## src/rtl/tipi_xfer_seq.sv

```systemverilog
// tipi_xfer_seq: serial transfer sequencer for the RPi side of the TIPI shift chain.
// Takes one byte command at a time from a local host and runs exactly nine
// r_clk pulses. A write shifts x_wdata into RD/RC and latches it. A read
// parallel-loads TD/TC and shifts it out into x_rdata.
//
// Ports
//   clk       system clock, rising edge
//   r_reset   asynchronous active-low reset
//   x_req     command request, sampled only in IDLE
//   x_rt      1 = read TD/TC, 0 = write RD/RC
//   x_cd      1 = data register, 0 = control register
//   x_wdata   write byte, bit 0 = MSB, shifted first
//   x_busy    high from the cycle after accept through the done cycle
//   x_done    one-cycle completion pulse
//   x_rdata   last read result, updated only at done of a read
//   r_clk     shift clock to the TIPI interface
//   r_le      load/latch enable
//   r_rt      register direction select
//   r_cd      data/control select
//   r_dout    serial data into RD/RC
//   r_din     serial data from TD/TC
module tipi_xfer_seq #(
  parameter int unsigned HALF = 2
) (
  input  logic       clk,
  input  logic       r_reset,
  input  logic       x_req,
  input  logic       x_rt,
  input  logic       x_cd,
  input  logic [0:7] x_wdata,
  output logic       x_busy,
  output logic       x_done,
  output logic [0:7] x_rdata,
  output logic       r_clk,
  output logic       r_le,
  output logic       r_rt,
  output logic       r_cd,
  output logic       r_dout,
  input  logic       r_din
);

  localparam int unsigned PW = $clog2(HALF + 1);
  localparam logic [PW-1:0] PH_LAST = PW'(HALF - 1);
  localparam logic [3:0] P_LAST = 4'd8;

  typedef enum logic [1:0] {
    IDLE = 2'd0,
    LO   = 2'd1,
    HI   = 2'd2,
    DONE = 2'd3
  } state_t;

  state_t        state, state_n;
  logic [PW-1:0] phase, phase_n;
  logic [3:0]    pulse, pulse_n;
  logic [0:7]    cmd_wdata, cmd_wdata_n;
  logic [0:7]    shadow, shadow_n;
  logic [0:7]    rdata_n;
  logic          busy_n, done_n, clk_n, le_n, rt_n, cd_n, dout_n;

  // Latch enable for pulse p: pulse 0 loads TD/TC on a read, pulse 8 latches RD/RC on a write.
  function automatic logic pulse_le(input logic rt, input logic [3:0] p);
    return rt ? (p == 4'd0) : (p == P_LAST);
  endfunction

  // Serial write data for pulse p; zero on reads and on the latch pulse.
  function automatic logic pulse_dout(input logic rt, input logic [0:7] wd, input logic [3:0] p);
    return (!rt && (p < P_LAST)) ? wd[p[2:0]] : 1'b0;
  endfunction

  // State, counters and registered outputs.
  always_ff @(posedge clk or negedge r_reset) begin
    if (!r_reset) begin
      state     <= IDLE;
      phase     <= '0;
      pulse     <= '0;
      cmd_wdata <= '0;
      shadow    <= '0;
      x_rdata   <= '0;
      x_busy    <= 1'b0;
      x_done    <= 1'b0;
      r_clk     <= 1'b0;
      r_le      <= 1'b0;
      r_rt      <= 1'b0;
      r_cd      <= 1'b0;
      r_dout    <= 1'b0;
    end else begin
      state     <= state_n;
      phase     <= phase_n;
      pulse     <= pulse_n;
      cmd_wdata <= cmd_wdata_n;
      shadow    <= shadow_n;
      x_rdata   <= rdata_n;
      x_busy    <= busy_n;
      x_done    <= done_n;
      r_clk     <= clk_n;
      r_le      <= le_n;
      r_rt      <= rt_n;
      r_cd      <= cd_n;
      r_dout    <= dout_n;
    end
  end

  // Next state and next output values. Pins are computed for the state being
  // entered, so r_le/r_dout only change on LO entry and stay put through HI.
  always_comb begin
    state_n     = state;
    phase_n     = phase;
    pulse_n     = pulse;
    cmd_wdata_n = cmd_wdata;
    shadow_n    = shadow;
    rdata_n     = x_rdata;
    busy_n      = 1'b1;
    done_n      = 1'b0;
    clk_n       = 1'b0;
    le_n        = r_le;
    rt_n        = r_rt;
    cd_n        = r_cd;
    dout_n      = r_dout;

    case (state)
      IDLE: begin
        busy_n = 1'b0;
        le_n   = 1'b0;
        rt_n   = 1'b0;
        cd_n   = 1'b0;
        dout_n = 1'b0;
        if (x_req) begin
          state_n     = LO;
          phase_n     = '0;
          pulse_n     = '0;
          cmd_wdata_n = x_wdata;
          busy_n      = 1'b1;
          rt_n        = x_rt;
          cd_n        = x_cd;
          le_n        = pulse_le(x_rt, 4'd0);
          dout_n      = pulse_dout(x_rt, x_wdata, 4'd0);
        end
      end

      LO: begin
        if (phase == PH_LAST) begin
          state_n = HI;
          phase_n = '0;
          clk_n   = 1'b1;
        end else begin
          phase_n = phase + PW'(1);
        end
      end

      HI: begin
        clk_n = 1'b1;
        if (phase == PH_LAST) begin
          phase_n = '0;
          clk_n   = 1'b0;
          // Far side registers r_din on the previous rise, so pulse p carries bit p-1.
          if (r_rt && (pulse != 4'd0)) begin
            shadow_n = {shadow[1:7], r_din};
          end
          if (pulse == P_LAST) begin
            state_n = DONE;
            done_n  = 1'b1;
            le_n    = 1'b0;
            dout_n  = 1'b0;
            if (r_rt) begin
              rdata_n = shadow_n;
            end
          end else begin
            state_n = LO;
            pulse_n = pulse + 4'd1;
            le_n    = pulse_le(r_rt, pulse_n);
            dout_n  = pulse_dout(r_rt, cmd_wdata, pulse_n);
          end
        end else begin
          phase_n = phase + PW'(1);
        end
      end

      DONE: begin
        state_n = IDLE;
        busy_n  = 1'b0;
        le_n    = 1'b0;
        rt_n    = 1'b0;
        cd_n    = 1'b0;
        dout_n  = 1'b0;
      end

      default: begin
        state_n = IDLE;
        busy_n  = 1'b0;
      end
    endcase
  end

endmodule
```

## config.mk

```make
export PLATFORM = sky130hd
export DESIGN_NAME = tipi_xfer_seq
export DESIGN_NICKNAME = d
export VERILOG_FILES = /design/src/rtl/tipi_xfer_seq.sv
export SDC_FILE = /design/constraint.sdc
export NUM_CORES = 1
export LEC_CHECK = 0
export ABC_AREA = 1
export CAP_MARGIN = 30
export CELL_PAD_IN_SITES_DETAIL_PLACEMENT = 1
export CELL_PAD_IN_SITES_GLOBAL_PLACEMENT = 1
export CORE_ASPECT_RATIO = 1.2
export CORE_UTILIZATION = 35
export CTS_BUF_LIST = sky130_fd_sc_hd__clkbuf_8
export CTS_CLUSTER_DIAMETER = 200
export CTS_CLUSTER_SIZE = 24
export DETAILED_ROUTE_END_ITERATION = 12
export PLACE_DENSITY_LB_ADDON = 0.1
export SYNTH_ARGS = -nofsm -noshare
export SYNTH_HDL_FRONTEND = slang
export SYNTH_SLANG_ARGS = --single-unit
```

## constraint.sdc

```tcl
create_clock -name clk -period 1.7 [get_ports clk]
set_input_delay 0.17 -clock clk [delete_from_list [all_inputs] [get_ports clk]]
set_output_delay 0.17 -clock clk [all_outputs]
set_load 0.02 [all_outputs]
```

; ---- Word level (Yosys, flattened, before mapping)
; Cells that the tools add are included.
[totals]
word_cells = 86
output_inout_bits = 15
reg_bits = 39
in_bits = 14
[classes]
order_cmp = 2
n_eq_ne = 10
reduce_logical = 18
addsub = 2
n_bitwise = 1
mux = 40
[ops]
columns = operator, n
row1 = $mux W1, 20
row2 = $mux W2, 6
row3 = $mux W4, 3
row4 = $eq A4 B4 Y1 const B, 2
row5 = $mux W8, 1
row6 = $ne A2 B2 Y1 const B, 4
row7 = $pmux W1 S2, 4
row8 = $pmux W2 S4, 1
row9 = $pmux W4 S2, 1
row10 = $reduce_and A2 Y1, 4
row11 = $reduce_and A4 Y1, 2
row12 = $pmux W1 S3, 2
row13 = $reduce_bool A2 Y1, 3
row14 = $add A4 B1 Y4 const B, 1
row15 = $eq A2 B1 Y1 const B, 2
row16 = $eq A2 B2 Y1 const B, 2
row17 = $ge A4 B4 Y1 const B, 1
row18 = $logic_not A4 Y1, 1
row19 = $lt A4 B4 Y1 const B, 1
row20 = $not A3 Y4, 1
row21 = $pmux W2 S2, 1
row22 = $reduce_bool A4 Y1, 1
row23 = $bmux W1 S3, 1
row24 = $reduce_and A3 Y1, 1
row25 = other kinds (6), 7

; ---- Longest topological paths before layout
[depth]
word_depth = 9
depth_mapped = 11
mapped_depth_nobuf = 9

; ---- Worst setup path before layout
; OpenSTA, ideal clock, no wires.
[synth_timing]
path_type = register to register
from = register pulse[0]
to = register x_rdata[1] (netlist name)
t_arrival_ns = 1.496
period_less_slack_ns = 1.614
path_buffers = 2
required_time_ns = 1.582
setup_ns = 0.118
slack_ns = 0.086
stages_incl_launch_ff = 12
path_cell_list = dfrtp_1 -> buf_2 -> inv_1 -> ha_1 -> nand2_2 -> nor2_4 -> nand2_2 -> nor2_4 -> nand2_4 -> buf_6 -> nand2_1 -> o21ai_2
[synth_between]
elab_chain_cells = 3
word_cells_on_any_way = 5
classes_between = 1 x eq/ne / 1 x mux / 3 x reduce/logical
[synth_rtl]
columns = element, line_no
row1 = from (decl), 55  ; logic [3:0] pulse, pulse_n;
row2 = from (signal assigned), 90  ; pulse <= pulse_n;
row3 = $reduce_bool A4 Y1, 157  ; if (r_rt && (pulse != 4'd0)) begin
row4 = $logic_and A1 B1 Y1, 157
row5 = $mux W8, 157
row6 = to (signal assigned), 93  ; x_rdata <= rdata_n;
row7 = to (decl), 33  ; output logic [0:7] x_rdata,
; Parallel ways exist; a longest one is shown, timed or not.
; A chain may end at the register's enable or synchronous reset.

; ---- Final worst setup path
[layout_timing]
from = register r_rt
to = output port r_rt
[layout_rtl]
columns = element, line_no
row1 = from (decl), 36  ; output logic r_rt,
row2 = from (signal assigned), 98  ; r_rt <= rt_n;
; No word-level cell between the ends.

==> summary.md <==
| Metric | Value |
|---|---|
| Worst Path Arrival | 1.46 ns |
| Finish-stage setup viols | 0 |
| Worst Setup Path Type | flop to primary output |
| DIE AREA | 0.00592 mm2 |
| Overflow after GRT | 0 |
| Synth unique cells | 23 |
| Net count after synthesis | 259 |
| CP max stage delay | 0.67 ns |
| Wire length per cell | 12.5 um |
| Register area share after synthesis | 49.7% |
| Die width | 70.4 um |
| Leak | 1.21 nW |
| WL final | 4190 um |
| Most frequent cells in the layout | 81 x nand2_1, 39 x dfrtp_1, 27 x inv_1, 27 x clkdlybuf4s50_1, 17 x o21ai_0 |
| Critical Path Source Type | flop |
| Setup crit start | r_rt |
| Clk_lat worst skew | 0.29 ns |
| Drt first-iter violations | 65 |
| Critical Path End Type | primary output |
| M3 GR Usage | 3.74% |
| Gate count of the mapped netlist | 237 |
| # Post-CTS Setup Buffers | 0 |
| Worst Path Required | 1.53 ns |
| Final Total Pwr | 0.00372 W |
| Final worst clock skew | 0.00421 ns |
| IO Count | 29 |
| Crit-path leading delay family | buffers and inverters |
| Pwr dens | 1520 mW/mm2 |
| Nets | 295 |
| Met2 usage | 25.8% |
| GRT Overall Usage | 15.9% |
| Netlist Area Pre-Place | 0.00196 mm2 |
| ANT cells | 0 |
| Period Utilization, post-route | 95.9% |
| Post-route minimum period | 1.63 ns |
| Max-Cap Viols | 0 |
| DRT Pass-1 Iters | 3 |
| Row count | 29 |
| Placed Instances | 327 |
| CTS clk-pin slew, worst paths | 0.07 ns |
| Crit-path cells | clkdlybuf4s50_1 |
| Critical Path Fanout Max | 5 |
| Die Y | 84.1 um |
| Number of synthesized register bits | 39 |
| Outcome | complete, no violations |
| CTS sink count | 39 |
| Number of global-route vias before repair | 1625 |
| Final Non-Filler Cells | 336 |
| Largest net degree at the start of global routing | 22 |
| # DRC | 0 |
| Wire length of the first global-routing pass | 7450 um |
| Hpwl dp | 3170 um |
| Final hold vios | 0 |
| Final GP Congestion | 0.730 |
| CTS max path bufs | 2 |
| TritonCTS Buffers | 5 |
| CP max stage cell | clkdlybuf4s50_1 |
| Worst Tran Pin Value | 0.480 ns |
| I/O Buffers | 28 |
| Fmax | 613 MHz |
| VDD IR max | 721 uV |
| Hold Crit Class | primary input to asynchronous set/reset pin |
| Warnings from Yosys | 0 |
| Setup Total Neg Slack | 0 ns |
| Root buffer cell | clkbuf_8 |
| Share of cells above drive strength 1 | 11.7% |
| H-tree lvl count | 2 |
| Post-route ant nets | 0 |
| GRT Max-Usage Layer | met2 |
| Initial Util | 36.8% |
| Core area | 0.00533 mm2 |
| Avg Cell Area, Syn | 8.29 um2 |
| Most common cell after layout, fill and taps aside | nand2_1 |
| Fin. max-slew vios | 0 |
| DR vias/cell | 4.76 |
| Met1 Resource Use GR | 20.4% |
| Clock tree from TritonCTS | built |
| P&R area growth vs syn | 24.7% |
| Worst rel slew slack | 68.0% |
| CP bufs+invs | 1 |
| RSZ-0062 raised after global routing | true |
| Via count | 1601 |
| Initial antenna violation count | 0 |
| Worst r2r src | pulse[1] |
==> flip-flops by register name (all words and copies together), names as in the netlist <==
register and count:
cmd_wdata 8, phase 2, pulse 4, r_cd 1
r_clk 1, r_dout 1, r_le 1, r_rt 1
shadow 8, state 2, x_busy 1, x_done 1
x_rdata 8
==> cell usage after synthesis <==
| master | count | area share, % |
|---|---|---|
| nand2_1 | 81 | 15 |
| dfrtp_1 | 39 | 50 |
| inv_1 | 26 | 5.0 |
| o21ai_0 | 17 | 4.3 |
| nand3_1 | 13 | 3.3 |
| o21ai_1 | 10 | 2.5 |
| nor2_1 | 9 | 1.7 |
| ha_1 | 8 | 5.1 |
| a21oi_1 | 5 | 1.3 |
| o21ai_2 | 5 | 2.2 |
| nand4_1 | 4 | 1.3 |
| a21oi_2 | 3 | 1.3 |
| buf_6 | 3 | 1.7 |
| nand2_2 | 3 | 0.96 |
| nor2_4 | 2 | 1.1 |
| nor3_1 | 2 | 0.51 |
| a31oi_1 | 1 | 0.32 |
| buf_2 | 1 | 0.25 |
| buf_4 | 1 | 0.38 |
| clkbuf_1 | 1 | 0.19 |
| clkbuf_2 | 1 | 0.25 |
| nand2_4 | 1 | 0.57 |
| o2111ai_1 | 1 | 0.45 |
==> layout make-up <==
class | count | area [um2]
Timing Repair Buffer | 36 | 350
Clock inverter | 1 | 3.75
Clock buffer | 7 | 96.3
Fill cell | 657 | 2880
Multi-Input combinational cell | 165 | 848
Sequential cell | 39 | 976
Inverter | 26 | 97.6
Tap cell | 62 | 77.6
==> routing by layer <==
layer	wire length [um]	vias up
met1	2010	742
met2	1980	28
met3	133	7
met4	68	0
met5	0	-
li1	-	824
==> per-stage QoR <==
stage	hold slack, ns	worst slack, ns	area, um2	utilization, %
floorplan	-0.126	0.0860	1960	-
global placement	0.165	0.132	2330	43.6
detailed placement	0.162	0.101	2330	43.6
CTS	0.371	0.0305	2440	45.7
global route	0.399	-0.0197	2450	45.9
finish	0.364	0.0689	2450	45.9
==> kinds of logic after synthesis <==
group | share of synthesized area (%)
compound gates | 12.5
fa+ha+maj | 5.10
flops | 49.7
simple gates | 25.0
buf+inv | 7.77
==> final timing paths <==
kind | end | slack (ns) | cells after the start
worst max-delay path | r_rt | 0.07 | 1
worst min-delay path | shadow[0] | 0.36 | 2
worst max register to register | shadow[1] | 0.13 | 7
worst min register to register | cmd_wdata[2] | 0.49 | 2
max in group asynchronous | cmd_wdata[0] | 0.86 | 3
min in group clk | cmd_wdata[7] | 0.41 | 3
==> repair_timing <==
item | in CTS | in global routing
hold endpoints to repair | 18 | 0
hold buffers | 1 | 0
setup endpoints to repair | 0 | 12
resized for setup | 0 | 3
==> report_power, final <==
part           internal, W  switching [W]
clock             0.000364       0.000318
combinational     0.000632       0.000947
sequential         0.00124       0.000219
No activity file was read; power rests on OpenSTA's default activity.
